$ cat src/rtl/alu_control_pkg.sv
// alu_pkg: shared encodings for the MIPS ALU control decoder.
//   ALUOP_*  operation class driven by the main control unit
//   CTR_*    operation select presented to the ALU
//   FUNCT_*  supported R-type funct field values
// The package has no ports.
package alu_pkg;

    // Operation classes from the main control unit.
    localparam logic [2:0] ALUOP_ADD   = 3'b000;  // lw/sw/addi
    localparam logic [2:0] ALUOP_SUB   = 3'b001;  // beq/bne
    localparam logic [2:0] ALUOP_AND   = 3'b010;  // andi
    localparam logic [2:0] ALUOP_OR    = 3'b011;  // ori
    localparam logic [2:0] ALUOP_SLT   = 3'b100;  // slti
    localparam logic [2:0] ALUOP_XOR   = 3'b101;  // xori
    localparam logic [2:0] ALUOP_NOR   = 3'b110;
    localparam logic [2:0] ALUOP_RTYPE = 3'b111;

    // ALU operation selects.
    localparam logic [2:0] CTR_AND = 3'b000;
    localparam logic [2:0] CTR_OR  = 3'b001;
    localparam logic [2:0] CTR_ADD = 3'b010;
    localparam logic [2:0] CTR_XOR = 3'b011;
    localparam logic [2:0] CTR_NOR = 3'b100;
    localparam logic [2:0] CTR_SLT = 3'b101;
    localparam logic [2:0] CTR_SUB = 3'b110;
    localparam logic [2:0] CTR_SLL = 3'b111;

    // Supported R-type funct values. Their low three bits equal the
    // matching CTR_* code, which is what makes the R-type decode a pass-through.
    localparam logic [5:0] FUNCT_AND = 6'b000000;
    localparam logic [5:0] FUNCT_OR  = 6'b000001;
    localparam logic [5:0] FUNCT_ADD = 6'b000010;
    localparam logic [5:0] FUNCT_XOR = 6'b000011;
    localparam logic [5:0] FUNCT_NOR = 6'b000100;
    localparam logic [5:0] FUNCT_SLT = 6'b000101;
    localparam logic [5:0] FUNCT_SUB = 6'b000110;
    localparam logic [5:0] FUNCT_SLL = 6'b000111;

    // A funct value is supported only when its upper three bits are zero.
    function automatic logic funct_is_legal(input logic [5:0] funct);
        return (funct[5:3] == 3'b000);
    endfunction

endpackage

$ cat src/rtl/alu_control_if.sv
// alu_control_if: bundles the decoder's control inputs and registered outputs.
//   function_code  instruction funct field [5:0]  (master -> slave)
//   ALUop          operation class from main control (master -> slave)
//   alu_ctr        registered ALU operation select (slave -> master)
//   illegal        registered unsupported-funct flag (slave -> master)
interface alu_control_if;
    logic [5:0] function_code;
    logic [2:0] ALUop;
    logic [2:0] alu_ctr;
    logic       illegal;

    modport master (
        output function_code,
        output ALUop,
        input  alu_ctr,
        input  illegal
    );

    modport slave (
        input  function_code,
        input  ALUop,
        output alu_ctr,
        output illegal
    );
endinterface

$ cat src/rtl/alu_control_decode.sv
// alu_control_decode: combinational mapping of ALUop/function_code to the
// next ALU select and illegal flag.
//   alu_op_i     operation class
//   funct_i      R-type funct field (only used when alu_op_i is R-type)
//   alu_ctr_d_o  next ALU operation select
//   illegal_d_o  next illegal-funct flag
module alu_control_decode
    import alu_pkg::*;
(
    input  logic [2:0] alu_op_i,
    input  logic [5:0] funct_i,
    output logic [2:0] alu_ctr_d_o,
    output logic       illegal_d_o
);

    logic [2:0] ctr_s;
    logic       illegal_s;

    // Decode the operation class; R-type passes funct[2:0] through when legal.
    always_comb begin
        ctr_s     = CTR_ADD;
        illegal_s = 1'b0;
        case (alu_op_i)
            ALUOP_ADD: ctr_s = CTR_ADD;
            ALUOP_SUB: ctr_s = CTR_SUB;
            ALUOP_AND: ctr_s = CTR_AND;
            ALUOP_OR:  ctr_s = CTR_OR;
            ALUOP_SLT: ctr_s = CTR_SLT;
            ALUOP_XOR: ctr_s = CTR_XOR;
            ALUOP_NOR: ctr_s = CTR_NOR;
            ALUOP_RTYPE: begin
                if (funct_is_legal(funct_i)) begin
                    ctr_s     = funct_i[2:0];
                    illegal_s = 1'b0;
                end else begin
                    // Unsupported funct: ADD is harmless, the flag reports it.
                    ctr_s     = CTR_ADD;
                    illegal_s = 1'b1;
                end
            end
            default: begin
                ctr_s     = CTR_ADD;
                illegal_s = 1'b0;
            end
        endcase
    end

    assign alu_ctr_d_o = ctr_s;
    assign illegal_d_o = illegal_s;

endmodule

$ cat src/rtl/alu_control.sv
// alu_control: ALU control decoder with registered outputs (1-cycle latency).
//   clk    rising-edge clock
//   rst_n  asynchronous active-low reset (alu_ctr=AND, illegal=0)
//   bus    alu_control_if.slave: function_code/ALUop in, alu_ctr/illegal out
module alu_control
    import alu_pkg::*;
(
    input  logic          clk,
    input  logic          rst_n,
    alu_control_if.slave  bus
);

    logic [2:0] alu_ctr_d;
    logic       illegal_d;
    logic [2:0] alu_ctr_q;
    logic       illegal_q;

    alu_control_decode u_decode (
        .alu_op_i    (bus.ALUop),
        .funct_i     (bus.function_code),
        .alu_ctr_d_o (alu_ctr_d),
        .illegal_d_o (illegal_d)
    );

    // Output register: load the decode every edge, clear asynchronously.
    always_ff @(posedge clk or negedge rst_n) begin
        if (!rst_n) begin
            alu_ctr_q <= CTR_AND;
            illegal_q <= 1'b0;
        end else begin
            alu_ctr_q <= alu_ctr_d;
            illegal_q <= illegal_d;
        end
    end

    assign bus.alu_ctr = alu_ctr_q;
    assign bus.illegal = illegal_q;

endmodule

$ cat src/flat_wrapper.sv
// flat-port wrapper written by rule: the top's interface ports become plain ports
module alu_control_flat import alu_pkg::*;
  (clk, rst_n, bus_function_code, bus_ALUop, bus_alu_ctr, bus_illegal);
  alu_control_if bus_i ();
  input  logic clk;
  input  logic rst_n;
  input wire logic [$bits(bus_i.function_code)-1:0] bus_function_code;
  input wire logic [$bits(bus_i.ALUop)-1:0] bus_ALUop;
  output wire logic [$bits(bus_i.alu_ctr)-1:0] bus_alu_ctr;
  output wire logic [$bits(bus_i.illegal)-1:0] bus_illegal;
  assign bus_i.function_code = bus_function_code;
  assign bus_i.ALUop = bus_ALUop;
  assign bus_alu_ctr = bus_i.alu_ctr;
  assign bus_illegal = bus_i.illegal;
  alu_control u_core (.clk(clk), .rst_n(rst_n), .bus(bus_i));
endmodule
$ cat config.mk
export PLATFORM = sky130hd
export DESIGN_NAME = alu_control_flat
export DESIGN_NICKNAME = d
export VERILOG_FILES = /design/src/rtl/alu_control_pkg.sv /design/src/rtl/alu_control_if.sv /design/src/rtl/alu_control_decode.sv /design/src/rtl/alu_control.sv /design/src/flat_wrapper.sv
export SDC_FILE = /design/constraint.sdc
export NUM_CORES = 1
export LEC_CHECK = 0
export CAP_MARGIN = 20
export CORE_AREA = 3 3 40 42
export CTS_CLUSTER_SIZE = 8
export DETAILED_ROUTE_END_ITERATION = 10
export DIE_AREA = 0 0 43 45
export MAX_ROUTING_LAYER = met4
export PLACE_DENSITY = 0.48
export SETUP_SLACK_MARGIN = 0.15
export SYNTH_ARGS = -nofsm -noshare
export SYNTH_HDL_FRONTEND = slang
export SYNTH_HIERARCHICAL = 1
export SYNTH_SLANG_ARGS = --single-unit
export TNS_END_PERCENT = 100
$ cat constraint.sdc
create_clock -name clk -period 0.8 [get_ports clk]
set_input_delay 0.12 -clock clk [delete_from_list [all_inputs] [get_ports clk]]
set_output_delay 0.12 -clock clk [all_outputs]
set_load 0.05 [all_outputs]
==> flow_summary.json, run 1 <==
{
  "core_area_sq_mm": 0.00128,
  "track_usage": 0.0845,
  "hp-class": "input pin to async pin",
  "cp_num_buf_inv": 1,
  "cts_tree": "yes",
  "yosysMostFrequentCell": "dfrtp_1",
  "die-height_um": 45,
  "peakVddDrop_mv": 0.518,
  "grt-ovfl-total": 0,
  "yosysSeqAreaShare": 0.541,
  "grt_max_degree": 7,
  "finalPower_uw": 756,
  "grt_pass1_vias": 255,
  "yosysUniqueCellTypes": 12,
  "fin_crit_ps": 917,
  "yosysTopAreaCell": "dfrtp_1",
  "period_share": 1.15,
  "synthCells": 15,
  "synth-seq-cells": 4,
  "fin_tns_setup_ps": -434,
  "synth-edff-count": 0,
  "critPathMaxFanout": 1,
  "die_x_um": 43,
  "arrival_ps": 800,
  "slew_headroom": 0.845,
  "drive_gt1_frac": 0.632,
  "final-hold-violation-count": 0,
  "fin_ws_ps": -117,
  "async_flop_share": 1.00,
  "rows": 13,
  "crit_family": "flip-flops",
  "status": "finished with violations",
  "cts_buffers": 3,
  "wl_per_cell_um": 11.7,
  "cp-end-kind": "output pin",
  "antenna_left": 0,
  "avgSynthCellArea_sq_um": 12.3,
  "ys_warn_count": 6,
  "rsz0062_at_grt": "yes",
  "port_buffers": 14,
  "routabilityCongestion": 0.641,
  "maxSlewViolCount": 0,
  "criticalPathCategory": "flip-flop to output pin",
  "ys.flop_type": "dfrtp_1",
  "max_freq_mhz": 1090,
  "grt_pass1_wl_um": 1060,
  "cpMaxStageDelayCell": "dfrtp_2",
  "finalSetupViolCount": 4,
  "syn_area_sq_um": 185,
  "slowest_delay_ps": 400,
  "die-area_sq_mm": 0.00194,
  "worstPathRequired_ps": 680,
  "power_density_mw_per_mm2": 1540,
  "first_pass_iters": 1,
  "clock-root-buffer": "clkbuf_4",
  "ctsHoldBuffers": 0,
  "violations": "setup timing",
  "syn_nets": 26,
  "ys_top_cells_by_area": "dfrtp_1 (54%), mux2i_1 (5.4%), or4b_1 (5.4%), and4_1 (4.7%), o41ai_1 (4.7%)",
  "fin_util": 0.382,
  "antennaDiodeCount": 0,
  "cts_setup_buffers": 0,
  "post_drt_via_cell_ratio": 4.23,
  "clock_sinks": 4,
  "synthToLayoutAreaGrowth_pct": 165,
  "p_leak_nw": 0.217,
  "drc": 0,
  "cp-start-kind": "flip-flop",
  "htreeDepth": 1,
  "cp_cell_sequence": "buf_12",
  "antenna_found_initial": 0,
  "totalWireLength_um": 622,
  "io_pins": 15,
  "worstMarginPinSlew_ps": 232,
  "clkTransAtPathRegs_ps": 50,
  "maxCapViolations": 0,
  "cts_max_path_buffers": 2,
  "nets": 50,
  "start_util": 0.144,
  "pre_cts_ws_ps": -500,
  "drt_iter0_markers": 0,
  "vias": 224,
  "synth_top_area_frac": 0.541
}
## state kept, by name, indices dropped and copies added, names as in the netlist
register,cells
u_core/bus.alu_ctr,3
u_core/bus.illegal,1
## final cells by class
class                      count  area [sq um]
multi-input combinational     11           119
fill                         128           795
clock buffer                   4          26.3
tap                           15          18.8
timing repair buffer          19           223
sequential                     4           104
## placed cells by master, fill, tap and decap left out, types with 2 or more instances in the layout
master and count:
buf_6 5, clkbuf_2 2, buf_12 4, clkbuf_4 3, dfrtp_2 3, clkdlybuf4s15_1 3
## per-stage QoR
step | hold slack (ps) | cells | cell area (sq um)
after floorplan | -176 | 15 | 196
after global placement | 332 | 49 | 433
after detailed placement | 332 | 49 | 433
after CTS | 66.9 | 53 | 480
after global routing | 77.3 | 53 | 490
final | 68.9 | 53 | 490
## what timing repair did
action / CTS / global route
setup endpoints to repair: 8 / 7
gates resized for setup: 31 / 6
pin swaps: 7 / 4
## power breakdown
group | internal (mW) | switching, mW | leakage [nW]
Sequential | 0.219 | 0.0113 | 0.0459
Combinational | 0.135 | 0.104 | 0.156
Clock | 0.188 | 0.0985 | 0.0150
Total | 0.542 | 0.214 | 0.217
## logic make-up after synthesis
group | Yosys count | share of synthesized area
AND/OR/NAND/NOR | 6 | 0.243
multiplexers | 1 | 0.0541
flip-flops | 4 | 0.541
AO/OA/AOI/OAI | 4 | 0.162
## final timing paths
path                       cells past startpoint  slack, ps                     to                  from
worst max-delay path                           1       -120            bus_illegal    u_core/bus.illegal
worst min-delay path                           1         70     u_core/bus.illegal                 rst_n
max in group asynchronous                      1        550  u_core/bus.alu_ctr[1]                 rst_n
min in group clk                               3        160  u_core/bus.alu_ctr[0]  bus_function_code[3]
## layer usage
layer / vias to the layer above / share of wire / global-route usage
li1: 107 / - / -
met1: 102 / 0.37 / 0.0758
met3: 0 / 0.085 / 0.0398
met2: 15 / 0.54 / 0.126
met4: 0 / 0 / 0.0904
met5: - / 0 / -
Power figures use the tool's default switching activity.
==> run 2, diff against run 1 <==
--- a/config.mk
+++ b/config.mk
@@ -6,12 +6,14 @@
 export NUM_CORES = 1
 export LEC_CHECK = 0
 export CAP_MARGIN = 20
+export CELL_PAD_IN_SITES_DETAIL_PLACEMENT = 1
+export CELL_PAD_IN_SITES_GLOBAL_PLACEMENT = 1
 export CORE_AREA = 3 3 40 42
 export CTS_CLUSTER_SIZE = 8
 export DETAILED_ROUTE_END_ITERATION = 10
 export DIE_AREA = 0 0 43 45
 export MAX_ROUTING_LAYER = met4
-export PLACE_DENSITY = 0.48
+export PLACE_DENSITY = 0.61
 export SETUP_SLACK_MARGIN = 0.15
 export SYNTH_ARGS = -nofsm -noshare
 export SYNTH_HDL_FRONTEND = slang
==> flow_summary.json, run 2 (same netlist as run 1, synthesis figures left out) <==
{
  "fin_crit_ps": 913,
  "clock_sinks": 4,
  "first_pass_iters": 1,
  "die-height_um": 45,
  "clkTransAtPathRegs_ps": 40,
  "fin_ws_ps": -113,
  "cts_tree": "yes",
  "slowest_delay_ps": 410,
  "pre_cts_ws_ps": -594,
  "grt_max_degree": 7,
  "antenna_left": 0,
  "dpl.hpwl_um": 598,
  "track_usage": 0.0877,
  "drc": 0,
  "cp-end-kind": "output pin",
  "p_leak_nw": 0.229,
  "cp_cell_sequence": "buf_12",
  "synthToLayoutAreaGrowth_pct": 175,
  "fin_util": 0.396,
  "routabilityCongestion": 0.645,
  "port_buffers": 14,
  "dpl_cell_area_sq_um": 440,
  "max_freq_mhz": 1090,
  "finalSetupViolCount": 4,
  "wl_per_cell_um": 12.7,
  "cts_buffers": 3,
  "criticalPathCategory": "flip-flop to output pin",
  "post_drt_via_cell_ratio": 4.33,
  "cp_num_buf_inv": 1,
  "cp-start-kind": "flip-flop",
  "die-area_sq_mm": 0.00194,
  "power_density_mw_per_mm2": 1470,
  "maxCapViolations": 0,
  "final-hold-violation-count": 0,
  "drive_gt1_frac": 0.615,
  "clock-root-buffer": "clkbuf_4",
  "crit_family": "flip-flops",
  "maxSlewViolCount": 0,
  "mostFrequentLayoutCell": "buf_6",
  "worstPathRequired_ps": 680,
  "io_pins": 15,
  "start_util": 0.144,
  "rows": 13,
  "final_cell_mix": "buf_6 (7), buf_12 (4), clkbuf_4 (3), dfrtp_2 (3), clkdlybuf4s15_1 (2)",
  "antenna_found_initial": 0,
  "htreeDepth": 1,
  "grt_pass1_wl_um": 1120,
  "nets": 51,
  "cts_setup_buffers": 0,
  "period_share": 1.14,
  "peakVddDrop_mv": 0.375,
  "nFillCells": 144,
  "finish.instance_area_sq_um": 509,
  "rsz0062_at_grt": "yes",
  "cpMaxStageDelayCell": "dfrtp_2",
  "violations": "setup timing",
  "grt-ovfl-total": 0,
  "slew_headroom": 0.839,
  "critPathMaxFanout": 1,
  "core_area_sq_mm": 0.00128,
  "grt_pass1_vias": 284,
  "totalWireLength_um": 686,
  "status": "finished with violations",
  "drt_iter0_markers": 0,
  "cts_max_path_buffers": 2,
  "vias": 234,
  "die_x_um": 43,
  "hp-class": "input pin to async pin",
  "worstMarginPinSlew_ps": 241,
  "arrival_ps": 790,
  "antennaDiodeCount": 0,
  "largest_reg_flops": 3
}
run 2: per-stage QoR:
step | power, mW | std cells | setup TNS (ps) | hold slack [ps]
6_report | 0.751 | 54 | -412 | 79.9
5_1_grt | 0.800 | 54 | -512 | 89.7
4_1_cts | 0.749 | 54 | -470 | 76.1
3_5_place_dp | 0.466 | 50 | -2100 | 331
3_3_place_gp | 0.457 | 50 | -1820 | 330
2_1_floorplan | 0.301 | 15 | -24.7 | -176
run 2: what timing repair did:
item                       in CTS  in global routing
setup endpoints to repair       8                  8
gates resized for setup        28                 10
hold buffers                    0                  0
pin swaps                       4                  7
run 2: final timing paths:
check | startpoint | to | slack, ps | cells past startpoint
setup / recovery | u_core/bus.illegal | bus_illegal | -110 | 1
hold / removal | rst_n | u_core/bus.illegal | 80 | 1
min in group clk | bus_function_code[5] | u_core/bus.alu_ctr[0] | 180 | 3
max in group asynchronous | rst_n | u_core/bus.alu_ctr[1] | 540 | 1
run 2: final cells by class:
type / count / area (sq um) / share of cell area
multi-input cells: 11 / 111 / 0.219
repair buffers: 20 / 249 / 0.489
well taps: 15 / 18.8 / 0.0369
clock buffers: 4 / 26.3 / 0.0516
flip-flops and latches: 4 / 104 / 0.204
run 2: per-layer routing:
layer,track usage,share of wire
met5,-,0
met3,0.0478,0.12
met4,0.0723,0.0058
met2,0.168,0.60
met1,0.0534,0.27
run 2: where the power goes:
part,switching [mW],internal (mW),total [mW]
logic,0.105,0.142,0.247
clock network,0.0852,0.187,0.273
registers,0.0118,0.220,0.231
total,0.202,0.549,0.751
